`src/rtl/quiz_round_controller_pkg.sv`:
```
// Shared types for the quiz round controller: FSM states, operator codes and
// the arithmetic used both to compute the shown result and to judge guesses.
package quiz_pkg;

  typedef enum logic [2:0] {
    ST_IDLE  = 3'd0,
    ST_GEN   = 3'd1,
    ST_CALC  = 3'd2,
    ST_ARM   = 3'd3,
    ST_WAIT  = 3'd4,
    ST_JUDGE = 3'd5,
    ST_SHOW  = 3'd6
  } state_e;

  typedef enum logic [1:0] {
    OP_ADD = 2'd0,
    OP_SUB = 2'd1,
    OP_MUL = 2'd2,
    OP_DIV = 2'd3
  } op_e;

  localparam logic [15:0] LFSR_POLY = 16'hB400;

  // Division by zero yields 0 here; callers that judge must reject it separately.
  function automatic logic [6:0] apply_op(input logic [3:0] a, input logic [3:0] b, input op_e op);
    logic [6:0] r;
    case (op)
      OP_ADD:  r = 7'(a) + 7'(b);
      OP_SUB:  r = 7'(a) - 7'(b);
      OP_MUL:  r = 7'(a) * 7'(b);
      default: r = (b == 4'd0) ? 7'd0 : 7'(a / b);
    endcase
    return r;
  endfunction

endpackage

```
`src/rtl/quiz_round_controller_if.sv`:
```
// Player-side inputs and display/motor-side outputs of one quiz round controller.
interface quiz_round_if;
  logic       set_i;
  logic [3:0] switch_i;
  logic [3:0] num1_o;
  logic [3:0] num2_o;
  logic [1:0] operator_o;
  logic [6:0] result_o;
  logic [6:0] score_o;
  logic       round_active_o;
  logic       correct_pulse_o;
  logic       timeout_pulse_o;
  logic       motor_en_o;
  logic [2:0] state_dbg_o;

  modport slave (
    input  set_i, switch_i,
    output num1_o, num2_o, operator_o, result_o, score_o,
           round_active_o, correct_pulse_o, timeout_pulse_o, motor_en_o, state_dbg_o
  );

  modport master (
    output set_i, switch_i,
    input  num1_o, num2_o, operator_o, result_o, score_o,
           round_active_o, correct_pulse_o, timeout_pulse_o, motor_en_o, state_dbg_o
  );
endinterface

```
`src/rtl/quiz_round_controller_lfsr.sv`:
```
// 16-bit right-shifting Galois LFSR, free running; a nonzero seed keeps it out of
// the all-zero lockup state.
module quiz_lfsr16
  import quiz_pkg::*;
#(
  parameter logic [15:0] SEED = 16'hACE1
) (
  input  logic        clk,
  input  logic        reset,
  output logic [15:0] state_o
);

  logic [15:0] lfsr_q;

  always_ff @(posedge clk or negedge reset) begin
    if (!reset) lfsr_q <= SEED;
    else        lfsr_q <= {1'b0, lfsr_q[15:1]} ^ (lfsr_q[0] ? LFSR_POLY : 16'h0000);
  end

  assign state_o = lfsr_q;

endmodule

```
`src/rtl/quiz_round_controller.sv`:
```
// One round of the operator-guessing quiz: draw operands, show the result, wait
// for a fresh switch guess or a timeout, judge it and hold the outcome on display.
module quiz_round_controller
  import quiz_pkg::*;
#(
  parameter int unsigned ANSWER_TIMEOUT = 250000000,
  parameter int unsigned SHOW_CYCLES    = 50000000,
  parameter logic [15:0] LFSR_SEED      = 16'hACE1,
  parameter int unsigned MAX_SCORE      = 99
) (
  input logic         clk,
  input logic         reset,
  quiz_round_if.slave bus
);

  localparam logic [31:0] TMO_LAST  = 32'(ANSWER_TIMEOUT - 1);
  localparam logic [31:0] SHOW_LAST = 32'(SHOW_CYCLES - 1);
  localparam logic [6:0]  SCORE_MAX = 7'(MAX_SCORE);

  state_e      state_q, state_d;
  op_e         op_q, op_d, gen_op, guess_op;
  logic [15:0] lfsr;
  logic        set_q;
  logic [3:0]  num1_q, num1_d, num2_q, num2_d, guess_q, guess_d;
  logic [3:0]  gen_a, gen_b;
  logic [6:0]  result_q, result_d, score_q, score_d;
  logic [31:0] timer_q, timer_d;
  logic        correct_q, correct_d, cpulse_q, cpulse_d, tpulse_q, tpulse_d;
  logic        guess_ok, timed_out;
  logic        unused_lfsr_hi;

  quiz_lfsr16 #(.SEED(LFSR_SEED)) u_lfsr (.clk(clk), .reset(reset), .state_o(lfsr));

  assign unused_lfsr_hi = ^lfsr[15:10];

  assign gen_a  = (lfsr[3:0] >= 4'd10) ? lfsr[3:0] - 4'd10 : lfsr[3:0];
  assign gen_b  = (lfsr[7:4] >= 4'd10) ? lfsr[7:4] - 4'd10 : lfsr[7:4];
  // A divide by a zero right operand would have no answer, so it falls back to add.
  assign gen_op = (op_e'(lfsr[9:8]) == OP_DIV && ((gen_a < gen_b) ? gen_a : gen_b) == 4'd0)
                  ? OP_ADD : op_e'(lfsr[9:8]);

  always_comb begin
    guess_op = OP_ADD;
    if (guess_q[1]) guess_op = OP_SUB;
    if (guess_q[2]) guess_op = OP_MUL;
    if (guess_q[3]) guess_op = OP_DIV;
  end

  assign guess_ok  = $onehot(guess_q) && !(guess_op == OP_DIV && num2_q == 4'd0)
                     && (apply_op(num1_q, num2_q, guess_op) == result_q);
  assign timed_out = (timer_q == TMO_LAST);

  always_comb begin
    state_d   = state_q;
    num1_d    = num1_q;
    num2_d    = num2_q;
    op_d      = op_q;
    result_d  = result_q;
    score_d   = score_q;
    guess_d   = guess_q;
    correct_d = correct_q;
    timer_d   = timer_q + 32'd1;
    cpulse_d  = 1'b0;
    tpulse_d  = 1'b0;
    case (state_q)
      ST_IDLE: if (bus.set_i && !set_q) state_d = ST_GEN;
      ST_GEN: begin
        num1_d  = (gen_a >= gen_b) ? gen_a : gen_b;
        num2_d  = (gen_a >= gen_b) ? gen_b : gen_a;
        op_d    = gen_op;
        state_d = ST_CALC;
      end
      ST_CALC: begin
        result_d = apply_op(num1_q, num2_q, op_q);
        timer_d  = 32'd0;
        state_d  = ST_ARM;
      end
      ST_ARM: begin
        if (timed_out) begin
          tpulse_d = 1'b1;
          timer_d  = 32'd0;
          state_d  = ST_SHOW;
        end else if (bus.switch_i == 4'd0) begin
          state_d = ST_WAIT;
        end
      end
      ST_WAIT: begin
        // An answer arriving on the timeout cycle still counts.
        if (bus.switch_i != 4'd0) begin
          guess_d = bus.switch_i;
          state_d = ST_JUDGE;
        end else if (timed_out) begin
          tpulse_d = 1'b1;
          timer_d  = 32'd0;
          state_d  = ST_SHOW;
        end
      end
      ST_JUDGE: begin
        if (guess_ok) begin
          cpulse_d  = 1'b1;
          correct_d = 1'b1;
          if (score_q < SCORE_MAX) score_d = score_q + 7'd1;
        end
        timer_d = 32'd0;
        state_d = ST_SHOW;
      end
      ST_SHOW: begin
        if (timer_q == SHOW_LAST) begin
          correct_d = 1'b0;
          state_d   = ST_IDLE;
        end
      end
      default: state_d = ST_IDLE;
    endcase
  end

  always_ff @(posedge clk or negedge reset) begin
    if (!reset) begin
      state_q   <= ST_IDLE;
      set_q     <= 1'b0;
      num1_q    <= 4'd0;
      num2_q    <= 4'd0;
      op_q      <= OP_ADD;
      result_q  <= 7'd0;
      score_q   <= 7'd0;
      guess_q   <= 4'd0;
      timer_q   <= 32'd0;
      correct_q <= 1'b0;
      cpulse_q  <= 1'b0;
      tpulse_q  <= 1'b0;
    end else begin
      state_q   <= state_d;
      set_q     <= bus.set_i;
      num1_q    <= num1_d;
      num2_q    <= num2_d;
      op_q      <= op_d;
      result_q  <= result_d;
      score_q   <= score_d;
      guess_q   <= guess_d;
      timer_q   <= timer_d;
      correct_q <= correct_d;
      cpulse_q  <= cpulse_d;
      tpulse_q  <= tpulse_d;
    end
  end

  assign bus.num1_o          = num1_q;
  assign bus.num2_o          = num2_q;
  assign bus.operator_o      = op_q;
  assign bus.result_o        = result_q;
  assign bus.score_o         = score_q;
  assign bus.round_active_o  = (state_q != ST_IDLE);
  assign bus.correct_pulse_o = cpulse_q;
  assign bus.timeout_pulse_o = tpulse_q;
  assign bus.motor_en_o      = (state_q == ST_SHOW) && correct_q;
  assign bus.state_dbg_o     = state_q;

endmodule

```
`src/flat_wrapper.sv`:
```
// flat-port wrapper written by rule: the top's interface ports become plain ports
module quiz_round_controller_flat import quiz_pkg::*;
#(
  parameter int unsigned ANSWER_TIMEOUT = 250000000,
  parameter int unsigned SHOW_CYCLES    = 50000000,
  parameter logic [15:0] LFSR_SEED      = 16'hACE1,
  parameter int unsigned MAX_SCORE      = 99
)
  (clk, reset, bus_set_i, bus_switch_i, bus_num1_o, bus_num2_o, bus_operator_o, bus_result_o, bus_score_o, bus_round_active_o, bus_correct_pulse_o, bus_timeout_pulse_o, bus_motor_en_o, bus_state_dbg_o);
  quiz_round_if bus_i ();
  input logic clk;
  input logic reset;
  input wire logic [$bits(bus_i.set_i)-1:0] bus_set_i;
  input wire logic [$bits(bus_i.switch_i)-1:0] bus_switch_i;
  output wire logic [$bits(bus_i.num1_o)-1:0] bus_num1_o;
  output wire logic [$bits(bus_i.num2_o)-1:0] bus_num2_o;
  output wire logic [$bits(bus_i.operator_o)-1:0] bus_operator_o;
  output wire logic [$bits(bus_i.result_o)-1:0] bus_result_o;
  output wire logic [$bits(bus_i.score_o)-1:0] bus_score_o;
  output wire logic [$bits(bus_i.round_active_o)-1:0] bus_round_active_o;
  output wire logic [$bits(bus_i.correct_pulse_o)-1:0] bus_correct_pulse_o;
  output wire logic [$bits(bus_i.timeout_pulse_o)-1:0] bus_timeout_pulse_o;
  output wire logic [$bits(bus_i.motor_en_o)-1:0] bus_motor_en_o;
  output wire logic [$bits(bus_i.state_dbg_o)-1:0] bus_state_dbg_o;
  assign bus_i.set_i = bus_set_i;
  assign bus_i.switch_i = bus_switch_i;
  assign bus_num1_o = bus_i.num1_o;
  assign bus_num2_o = bus_i.num2_o;
  assign bus_operator_o = bus_i.operator_o;
  assign bus_result_o = bus_i.result_o;
  assign bus_score_o = bus_i.score_o;
  assign bus_round_active_o = bus_i.round_active_o;
  assign bus_correct_pulse_o = bus_i.correct_pulse_o;
  assign bus_timeout_pulse_o = bus_i.timeout_pulse_o;
  assign bus_motor_en_o = bus_i.motor_en_o;
  assign bus_state_dbg_o = bus_i.state_dbg_o;
  quiz_round_controller #(.ANSWER_TIMEOUT(ANSWER_TIMEOUT), .SHOW_CYCLES(SHOW_CYCLES), .LFSR_SEED(LFSR_SEED), .MAX_SCORE(MAX_SCORE)) u_core (.clk(clk), .reset(reset), .bus(bus_i));
endmodule
```
`config.mk`:
```
export PLATFORM = sky130hd
export DESIGN_NAME = quiz_round_controller_flat
export DESIGN_NICKNAME = d
export VERILOG_FILES = /design/src/rtl/quiz_round_controller_pkg.sv /design/src/rtl/quiz_round_controller_if.sv /design/src/rtl/quiz_round_controller_lfsr.sv /design/src/rtl/quiz_round_controller.sv /design/src/flat_wrapper.sv
export SDC_FILE = /design/constraint.sdc
export NUM_CORES = 1
export LEC_CHECK = 0
export CAP_MARGIN = 30
export CELL_PAD_IN_SITES_DETAIL_PLACEMENT = 1
export CELL_PAD_IN_SITES_GLOBAL_PLACEMENT = 2
export CORE_MARGIN = 2
export CORE_UTILIZATION = 25
export CTS_CLUSTER_DIAMETER = 100
export CTS_CLUSTER_SIZE = 40
export DETAILED_ROUTE_END_ITERATION = 10
export PLACE_DENSITY = 0.57
export SYNTH_ARGS = -nofsm -noshare
export SYNTH_HDL_FRONTEND = slang
export SYNTH_HIERARCHICAL = 1
export SYNTH_SLANG_ARGS = --single-unit
```
`constraint.sdc`:
```
create_clock -name clk -period 17.9 [get_ports clk]
set_input_delay 1.79 -clock clk [delete_from_list [all_inputs] [get_ports clk]]
set_output_delay 1.79 -clock clk [all_outputs]
set_load 0.05 [all_outputs]
```
# Word level (Yosys, flattened, before mapping)
# Index checks and enable logic that the tools add are counted.
op_classes:
  n_addsub: 9
  mul: 1
  n_div: 1
  magnitude_cmp: 5
  eq_ne: 21
  n_mux: 31
  bitwise: 1
  n_reduce_logical: 22
ops:
  columns: ["op", "n"]
  rows:
  - ["one-hot mux 32 bit (3 select lines)", 1]
  - ["2-to-1 mux 32 bit", 2]
  - ["one-hot mux 7 bit (3 select lines)", 2]
  - ["adder 32 x 1 -> 32 bit (second input constant)", 1]
  - ["== test 32 x 26 -> 1 bit (second input constant)", 1]
  - ["== test 32 x 28 -> 1 bit (second input constant)", 1]
  - ["one-hot mux 3 bit (7 select lines)", 1]
  - ["2-to-1 mux 4 bit", 5]
  - ["2-to-1 mux 3 bit", 6]
  - ["2-to-1 mux 16 bit", 1]
  - ["bitwise XOR 15 x 16 -> 16 bit", 1]
  - ["logical NOT 4 bit", 3]
  - ["== test 3 bit (second input constant)", 3]
  - ["== test 2 bit (second input constant)", 4]
  - [">= comparator 4 bit (second input constant)", 2]
  - ["subtractor 4 bit (second input constant)", 2]
  - ["adder 7 x 1 -> 7 bit (second input constant)", 1]
  - ["divider 4 x 4 -> 7 bit", 1]
  - ["== test 7 bit", 1]
  - ["< comparator 7 bit (second input constant)", 1]
  - ["multiplier 4 x 4 -> 7 bit", 1]
  - ["2-to-1 mux 1 bit", 7]
  - ["2-to-1 mux 7 bit", 1]
  - ["== test 3 x 1 -> 1 bit (second input constant)", 2]
  - ["23 further kinds", 40]
word_totals:
  regBits: 83
  in_bits: 7
  output_inout_bits: 31

# Depth between registers and ports, before layout
# Gate-level depths: netlist of run 1.
depth:
  depth_word: 10
  mapped_depth: 39
  depth_no_buf: 38

# Hierarchy
# Netlist of run 1, hierarchy kept.
modules_own_cells:
  columns: ["mod", "n_inst", "cells_per_inst", "area_per_inst_um2", "seq_area_each_um2"]
  rows:
  - ["quiz_round_controller", 1, 691, 5773.0, 1676.6]
  - ["quiz_lfsr16", 1, 19, 436.7, 410.4]

# Worst setup path after synthesis of run 1
# No wires, ideal clock.
synth_timing:
  kind: "register to register"
  start: "reg u_core.num2_q[1], in the netlist u_core/bus.num2_o[1]"
  end: "reg u_core.score_q[1], in the netlist u_core/bus.score_o[1]"
  setup_ps: 125
  arrival_ps: 8138
  required_time_ps: 17775
  setup_slack_ps: 9637
  stages_incl_launch_ff: 35
  path_buffers: 1
  period_less_slack_ps: 8263
  path_cell_list: "dfrtp_1 -> inv_1 -> ha_1 -> o211ai_1 -> a21oi_1 -> nor2b_1 -> ha_1 -> o211ai_1 -> a21boi_1 -> or2_0 -> buf_2 -> mux2i_1 -> inv_1 -> ha_1 -> a21oi_1 -> a21boi_1 -> nor2_1 -> o21ai_2 -> mux2_2 -> ha_1 -> and4_1 -> o21a_1 -> or2_2 -> a31oi_2 -> mux2i_1 -> ha_1 -> a21o_1 -> a21o_1 -> a2111o_1 -> a21oi_1 -> mux2i_1 -> o31ai_1 -> o211ai_4 -> or3_4 -> mux2_4"
synth_between:
  elab_chain_cells: 6
synth_rtl:
  columns: ["element", "line", "rtl"]
  rows:
  - ["start: declaration", "quiz_round_controller.sv:24", "logic [3:0] num1_q, num1_d, num2_q, num2_d, guess_q, guess_d;"]
  - ["start signal: assignment", "quiz_round_controller.sv:135", "num2_q <= num2_d;"]
  - ["divider 4 x 4 -> 7 bit / logical NOT 4 bit (equally long branches)", "quiz_round_controller_pkg.sv:31, quiz_round_controller.sv:49", null]
  - ["2-to-1 mux 7 bit / logical AND 1 bit (equally long branches)", "quiz_round_controller_pkg.sv:31, quiz_round_controller.sv:49", null]
  - ["one-hot mux 7 bit (3 select lines) / logical NOT 1 bit (equally long branches)", "quiz_round_controller_pkg.sv:27, quiz_round_controller.sv:49", null]
  - ["== test 7 bit / logical AND 1 bit (equally long branches)", "quiz_round_controller.sv:50, quiz_round_controller.sv:49", null]
  - ["logical AND 1 bit (*)", "quiz_round_controller.sv:50", "&& (apply_op(num1_q, num2_q, guess_op) == result_q);"]
  - ["AND reduction 3 bit (no source line) (*)", null, null]
  - ["end signal: assignment", "quiz_round_controller.sv:138", "score_q <= score_d;"]
  - ["end: declaration", "quiz_round_controller.sv:26", "logic [6:0] result_q, result_d, score_q, score_d;"]
# Every way passes the cells marked *; elsewhere a longest branch is shown, timed or not.
# A chain may end at the register's enable or synchronous reset.

# Worst setup path after layout of run 1
layout_timing:
  start: "reg u_core.num2_q[0], in the netlist u_core/bus.num2_o[0]"
  end: "reg u_core.score_q[1], in the netlist u_core/bus.score_o[1]"
# Same word-level chain as after synthesis.

==> results of run 1 <==
==> cells by family (layout without fill, tap and decap cells) <==
kind of cell	after synthesis	count (layout)	share of synthesized area [%]
compound gates	153	153	16.6
xor+xnor	50	50	7.05
fa+ha+maj	60	60	12.9
buf+inv	65	103	3.95
flops	83	83	33.6
mux	18	18	3.43
other cells	1	3	0.0604
simple gates	280	280	22.4
==> synth_stat cells (all sizes together), types with 15 or more instances <==
cell type	count
a21oi	34
clkbuf	18
dfrtp	75
ha	53
inv	46
nand2	75
nand3	27
nor2	78
nor4	15
o21ai	53
xnor2	22
xor2	28
==> stage by stage <==
step / area (µm²) / setup slack [ns] / hold WS [ns] / instances / util (%)
global placement: 6950 / 9.17 / 0.342 / 1057 / 28.6
global route: 7280 / 7.96 / 0.374 / 1074 / 30.0
detailed placement: 6950 / 8.75 / 0.347 / 1058 / 28.6
floorplan: 6220 / 9.64 / 0.333 / 712 / -
CTS: 7280 / 8.72 / 0.363 / 1074 / 30.0
finish: 7280 / 8.79 / 0.361 / 1074 / 30.0
==> flip-flops by register name, summed over array words and instances (netlist names), 2 cells and up <==
| name | count |
|---|---|
| u_core/guess_q | 4 |
| u_core/bus.num2_o | 4 |
| u_core/bus.num1_o | 4 |
| u_core/timer_q | 32 |
| u_core/u_lfsr/state_o | 16 |
| u_core/bus.result_o | 7 |
| u_core/bus.state_dbg_o | 3 |
| u_core/bus.operator_o | 2 |
| u_core/bus.score_o | 7 |
==> layout make-up <==
| type | count | share of cell area, % |
|---|---|---|
| inverters | 46 | 2.37 |
| clock buffers | 9 | 3.09 |
| well taps | 324 | 5.57 |
| clock inverters | 7 | 1.44 |
| flip-flops and latches | 83 | 28.6 |
| repair buffers | 41 | 5.46 |
| multi-input cells | 564 | 53.4 |
==> layer usage <==
layer  global-route usage, %  routed length (µm)  up-vias
li1                        -                   -     2591
met1                    19.7                9020     2617
met2                    25.3                8990       50
met3                    2.23                 323       28
met4                    5.84                 534        0
met5                       0                   0        -
==> power by group <==
part | internal (mW) | switching, mW
clock | 0.125 | 0.0875
combinational | 0.0485 | 0.0728
sequential | 0.188 | 0.0000205
==> how the worst max path moves through the flow <==
stage | from | end | slack (ns) | depth (start not counted)
5_1_grt | u_core/bus.num2_o[0] | u_core/bus.score_o[1] | 7.96 | 34
2_1_floorplan | u_core/bus.num2_o[1] | u_core/bus.score_o[1] | 9.64 | 34
6_report | u_core/bus.num2_o[0] | u_core/bus.score_o[1] | 8.79 | 34
3_3_place_gp | u_core/bus.num2_o[1] | u_core/bus.score_o[1] | 9.17 | 34
4_1_cts | u_core/bus.num2_o[0] | u_core/bus.score_o[1] | 8.72 | 34
3_5_place_dp | u_core/bus.num2_o[0] | u_core/bus.score_o[1] | 8.75 | 34
==> impl_results.md, run 1 <==
- Outcome: finished, final reports clean
- Post-synth EDFFs: 0
- H-tree Lvls: 3
- Die width: 162 µm
- Clk_lat worst skew: around 0.36 ns
- Final GP Congestion: between 0.7 and 0.8
- Worst endpoint required time: approximately 18 ns
- Area contributors post-synth: dfrtp_1 (30%), ha_1 (11%), nor2_1 (4.7%)
- Delay-heaviest family, CP: compound AO/OA/AOI/OAI gates
- Total power: 0.521 mW
- Slew Limit Fails: 0
- Min Tclk post-route: between 9 and 10 ns
- Dpl hpwl: 14400 µm
- Critical R2R Launch: u_core/bus.num2_o[0]
- CP most frequent cell: ha_1
- Max Cap Viol: 0
- Startpoint Class: flip-flop
- GR Overflow Total: 0
- Worst Hold Depth: 0
- Final hold violation count: 0
- Max stage delay cell, worst path: dfrtp_1
- Worst-case vdd ir drop: 0.0000410 V
- Total Routing Usage GR: 15.1%
- Starting Density: approximately 26%
- Iteration-0 DRC Markers: 210
- Synth cell types: about 80
- Post-synthesis sequential area ratio: approximately 34%
- Setup CP Type: flip-flop to flip-flop
- Peak per-stage delay on the critical path: about 0.58 ns
- Reg area: ~2100 µm²
- Worst Path Arrival: ~9.4 ns
- CP endpoint kind: flip-flop
- Fraction of registers with async set or reset after synthesis: 100%
- DRC violations left: 0
- Routed len/inst: 17.6 µm
- Slew margin rel.: approximately 47%
- Initial antenna violation count: 0
- Crit Path Max Fanout: 11
- Setup bufs post-CTS: 0
- Reg-to-Reg End: u_core/bus.score_o[1]
- Vias: between 5000 and 6000
- I/O pins: 38
- Total power per unit cell area: between 70 and 80 nW/µm²
- Synth-to-layout area growth: 17.3%
- Synth Warn #: 6
- First-pass GRT wire length: between 30000 and 40000 µm
- Hold Path Class: flip-flop to flip-flop
- Worst path buffer plus inverter count: 2
- Die Ht: ~160 µm
- Syn Inst Count: between 700 and 800
- Vias in the first global route: ~5700
- Leakage Power: around 3.0 nW
- CTS buffer count: 9
- Antenna Nets Post-Route: 0
- Most common cell after layout, fill and taps aside: nor2_1
- CTS Root Cell: clkbuf_16
- Share of post-route cells with drive strength above 1: 7.33%
- Die area: about 26000 µm²
- Multi-input logic area: slightly below 4000 µm²
- CTS clk-pin slew, worst paths: about 0.070 ns
- CTS tree: yes
- Row cnt: 57
- Pre-Repair DR Iteration Count: 4
- Clk_skew: 0.0125 ns
- RSZ-0062 raised after global routing: false
- Post-synth top area cell: dfrtp_1
- R2r worst-path depth: 34
- Hold EP: u_core/u_lfsr/state_o[11]
- Final setup TNS: 0 ns
- Post-CTS sizing: 0
- Final wirelength: about 19000 µm
- Yosys top cell area share: ~30%
- Hold Buf Count CTS: 0
- Mapped Area: around 6200 µm²
- Core area: 24300 µm²
- Vias per cell: 4.92
- Largest net degree at the start of global routing: 45
- Post-layout nets: about 810
- Port buffer count: 37
- Yosys reg bits: 83
- Worst-margin pin slew: between 0.7 and 0.8 ns
- Antenna Diode Count: 0
- # fillers: ~2800
- Final setup vio count: 0
- Most frequent cells in the layout: nor2_1 (77), nand2_1 (75), dfrtp_1 (75), ha_1 (53), o21ai_0 (49)
- Max Clk Rate: ~0.11 GHz
- CTS max path bufs: 2
- Post-synthesis area per instance: between 8 and 9 µm²
- Reg2reg setup slack: 8.79 ns
- Most common flop cell mapped by yosys: dfrtp_1
- Period utilization: about half
- Clock tree sinks: between 80 and 90
- Hold path startpoint: u_core/u_lfsr/state_o[12]
No activity file was read; power rests on OpenSTA's default activity.
==> run 2: changes to the inputs <==
==> constraint.sdc (replaced) <==
create_clock -name clk -period 8.8 [get_ports clk]
set_input_delay 0.88 -clock clk [delete_from_list [all_inputs] [get_ports clk]]
set_output_delay 0.88 -clock clk [all_outputs]
set_load 0.05 [all_outputs]
==> run 2 against run 1 <==
Non-clock buffer count increased by 5. Global-route usage about the same. Critical path type unchanged. Cell area increased by 0.55%. Clock skew about the same. Die area unchanged.
==> impl_results.md, run 2 (synthesis gave the netlist of run 1 again) <==
- Outcome: finished, final reports clean (unchanged)
- Routed len/inst: 17.5 µm (was 17.6 µm)
- Design area: 7320 µm² (was 7280 µm²)
- Dpl hpwl: 14500 µm (was 14400 µm)
- Final hold violation count: 0 (unchanged)
- Initial antenna violation count: 0 (unchanged)
- Most common cell after layout, fill and taps aside: nor2_1 (unchanged)
- Most frequent cells in the layout: nor2_1 (77), nand2_1 (75), dfrtp_1 (74), ha_1 (53), o21ai_0 (49) (was nor2_1 (77), nand2_1 (75), dfrtp_1 (75), ha_1 (53), o21ai_0 (49))
- Vias: 5334 (was 5286)
- Setup bufs post-CTS: 0 (unchanged)
- Share of post-route cells with drive strength above 1: 8.48% (was 7.33%)
- CP endpoint kind: flip-flop (unchanged)
- Final wirelength: 18900 µm (about the same)
- Antenna Diode Count: 0 (unchanged)
- Placed cell area: 6980 µm² (was 6950 µm²)
- Largest net degree at the start of global routing: 44 (was 45)
- Slew margin rel.: 46.9% (was 46.7%)
- I/O pins: 38 (unchanged)
- Crit Path Max Fanout: 9 (was 11)
- Die width: 162 µm (unchanged)
- Worst-case vdd ir drop: 0.0000832 V (was 0.0000410 V)
- Worst endpoint required time: 9.03 ns (was 18.15 ns)
- Pre-Repair DR Iteration Count: 4 (unchanged)
- Row cnt: 57 (unchanged)
- Die Ht: 162 µm (unchanged)
- Core area: 24300 µm² (unchanged)
- Slew Limit Fails: 0 (unchanged)
- RSZ-0062 raised after global routing: false (unchanged)
- Total Routing Usage GR: 15.1% (about the same)
- Max Cap Viol: 0 (unchanged)
- Worst Hold Depth: 0 (unchanged)
- Vias in the first global route: 5745 (was 5701)
- Peak per-stage delay on the critical path: 0.48 ns (was 0.58 ns)
- Leakage Power: 3.05 nW (was 3.04 nW)
- CTS buffer count: 9 (unchanged)
- Max Clk Rate: 0.123 GHz (was 0.110 GHz)
- DRC violations left: 0 (unchanged)
- CP most frequent cell: ha_1 (unchanged)
- CTS max path bufs: 2 (unchanged)
- GR Overflow Total: 0 (unchanged)
- Final GP Congestion: 0.788 (was 0.796)
- Worst Path Arrival: 8.36 ns (was 9.36 ns)
- Port buffer count: 37 (unchanged)
- Final setup vio count: 0 (unchanged)
- Iteration-0 DRC Markers: 205 (was 210)
- Max stage delay cell, worst path: dfrtp_1 (unchanged)
- CTS tree: yes (unchanged)
- Max reg flops: 32 (unchanged)
- H-tree Lvls: 3 (unchanged)
- Hold slack: 0.356 ns (was 0.361 ns)
- Period utilization: 92.3% (was 50.9%)
- Clk_skew: 0.0122 ns (was 0.0125 ns)
- Post-layout nets: 817 (was 812)
- Vias per cell: 4.94 (was 4.92)
- CTS clk-pin slew, worst paths: 0.07 ns (about the same)
- Synth-to-layout area growth: 18.0% (was 17.3%)
- Final setup TNS: 0 ns (unchanged)
- Die area: 26100 µm² (unchanged)
- Most flops, register: u_core/timer_q (unchanged)
- Clock tree sinks: 83 (unchanged)
- Starting Density: 25.5% (unchanged)
- Min Tclk post-route: 8.13 ns (was 9.11 ns)
- Worst-margin pin slew: 0.784 ns (was 0.787 ns)
- Total power per unit cell area: 143 nW/µm² (was 71.6 nW/µm²)
- CTS Root Cell: clkbuf_16 (unchanged)
- Startpoint Class: flip-flop (unchanged)
- Setup CP Type: flip-flop to flip-flop (unchanged)
- Antenna Nets Post-Route: 0 (unchanged)
- Clk_lat worst skew: 0.35 ns (was 0.36 ns)
- First-pass GRT wire length: 31200 µm (was 31100 µm)
- R2r worst-path depth: 34 (unchanged)
- Hold Path Class: flip-flop to flip-flop (unchanged)
run 2: changes by cell type in the layout (fill, tap and decap cells not counted), sizes merged:
cell and delta:
buf +5, bufinv -1, clkbuf +1, clkinvlp +2, inv -2
run 2: worst max-delay path: cells and delay by family (launching register included):
family	cells	cell delay, ns
adders and majority gates	5	1.62
muxes	5	1.29
buffers and inverters	2	0.17
AOI/OAI and AO/OA	15	2.85
DFF	1	0.48
and+or+nand+nor	7	1.59
run 2: metrics by stage:
stage	total power [mW]	util, %	worst slack, ns	std cells
final	1.04	30.1	0.675	1079
after global routing	1.11	30.1	0.0845	1079
after global placement	0.634	28.7	0.567	1062
after floorplan	0.574	-	0.537	712
after CTS	1.05	30.0	0.253	1078
after detailed placement	0.641	28.7	0.269	1062
run 2: layout make-up:
cell class / instances / area [µm²]
multi-input combinational: 564 / 3910
sequential: 83 / 2090
inverter: 46 / 173
clock buffer: 10 / 239
tap: 324 / 405
clock inverter: 6 / 72.6
timing repair buffer: 46 / 435
fill: 2821 / 17000
run 2: worst paths after layout:
| check | to | from | slack (ns) |
|---|---|---|---|
| worst max-delay path | u_core/bus.score_o[1] | u_core/bus.num2_o[2] | 0.67 |
| worst min-delay path | u_core/u_lfsr/state_o[11] | u_core/u_lfsr/state_o[12] | 0.36 |
| worst max register to register | u_core/bus.score_o[1] | u_core/bus.num2_o[2] | 0.67 |
| worst min register to register | u_core/u_lfsr/state_o[11] | u_core/u_lfsr/state_o[12] | 0.36 |
| max in group asynchronous | u_core/bus.num2_o[1] | reset | 7.25 |
| min in group asynchronous | u_core/timer_q[14] | reset | 0.52 |
run 2: routing by layer:
layer	vias up	global-route usage [%]	share of wire [%]
li1	2599	-	-
met1	2662	19.9	47
met2	54	25.9	49
met3	19	1.75	1.9
met4	0	4.59	1.9
met5	-	0	0
run 2: power by group:
part | switching (mW) | total (mW) | internal [mW]
Clock | 0.169 | 0.400 | 0.231
Sequential | 0.0000577 | 0.382 | 0.382
Combinational | 0.158 | 0.262 | 0.104
Total | 0.328 | 1.04 | 0.717
run 2: repair_timing:
action	CTS	global route
hold buffers	0	0
gates resized for setup	0	6
endpoints found under the setup margin	0	10
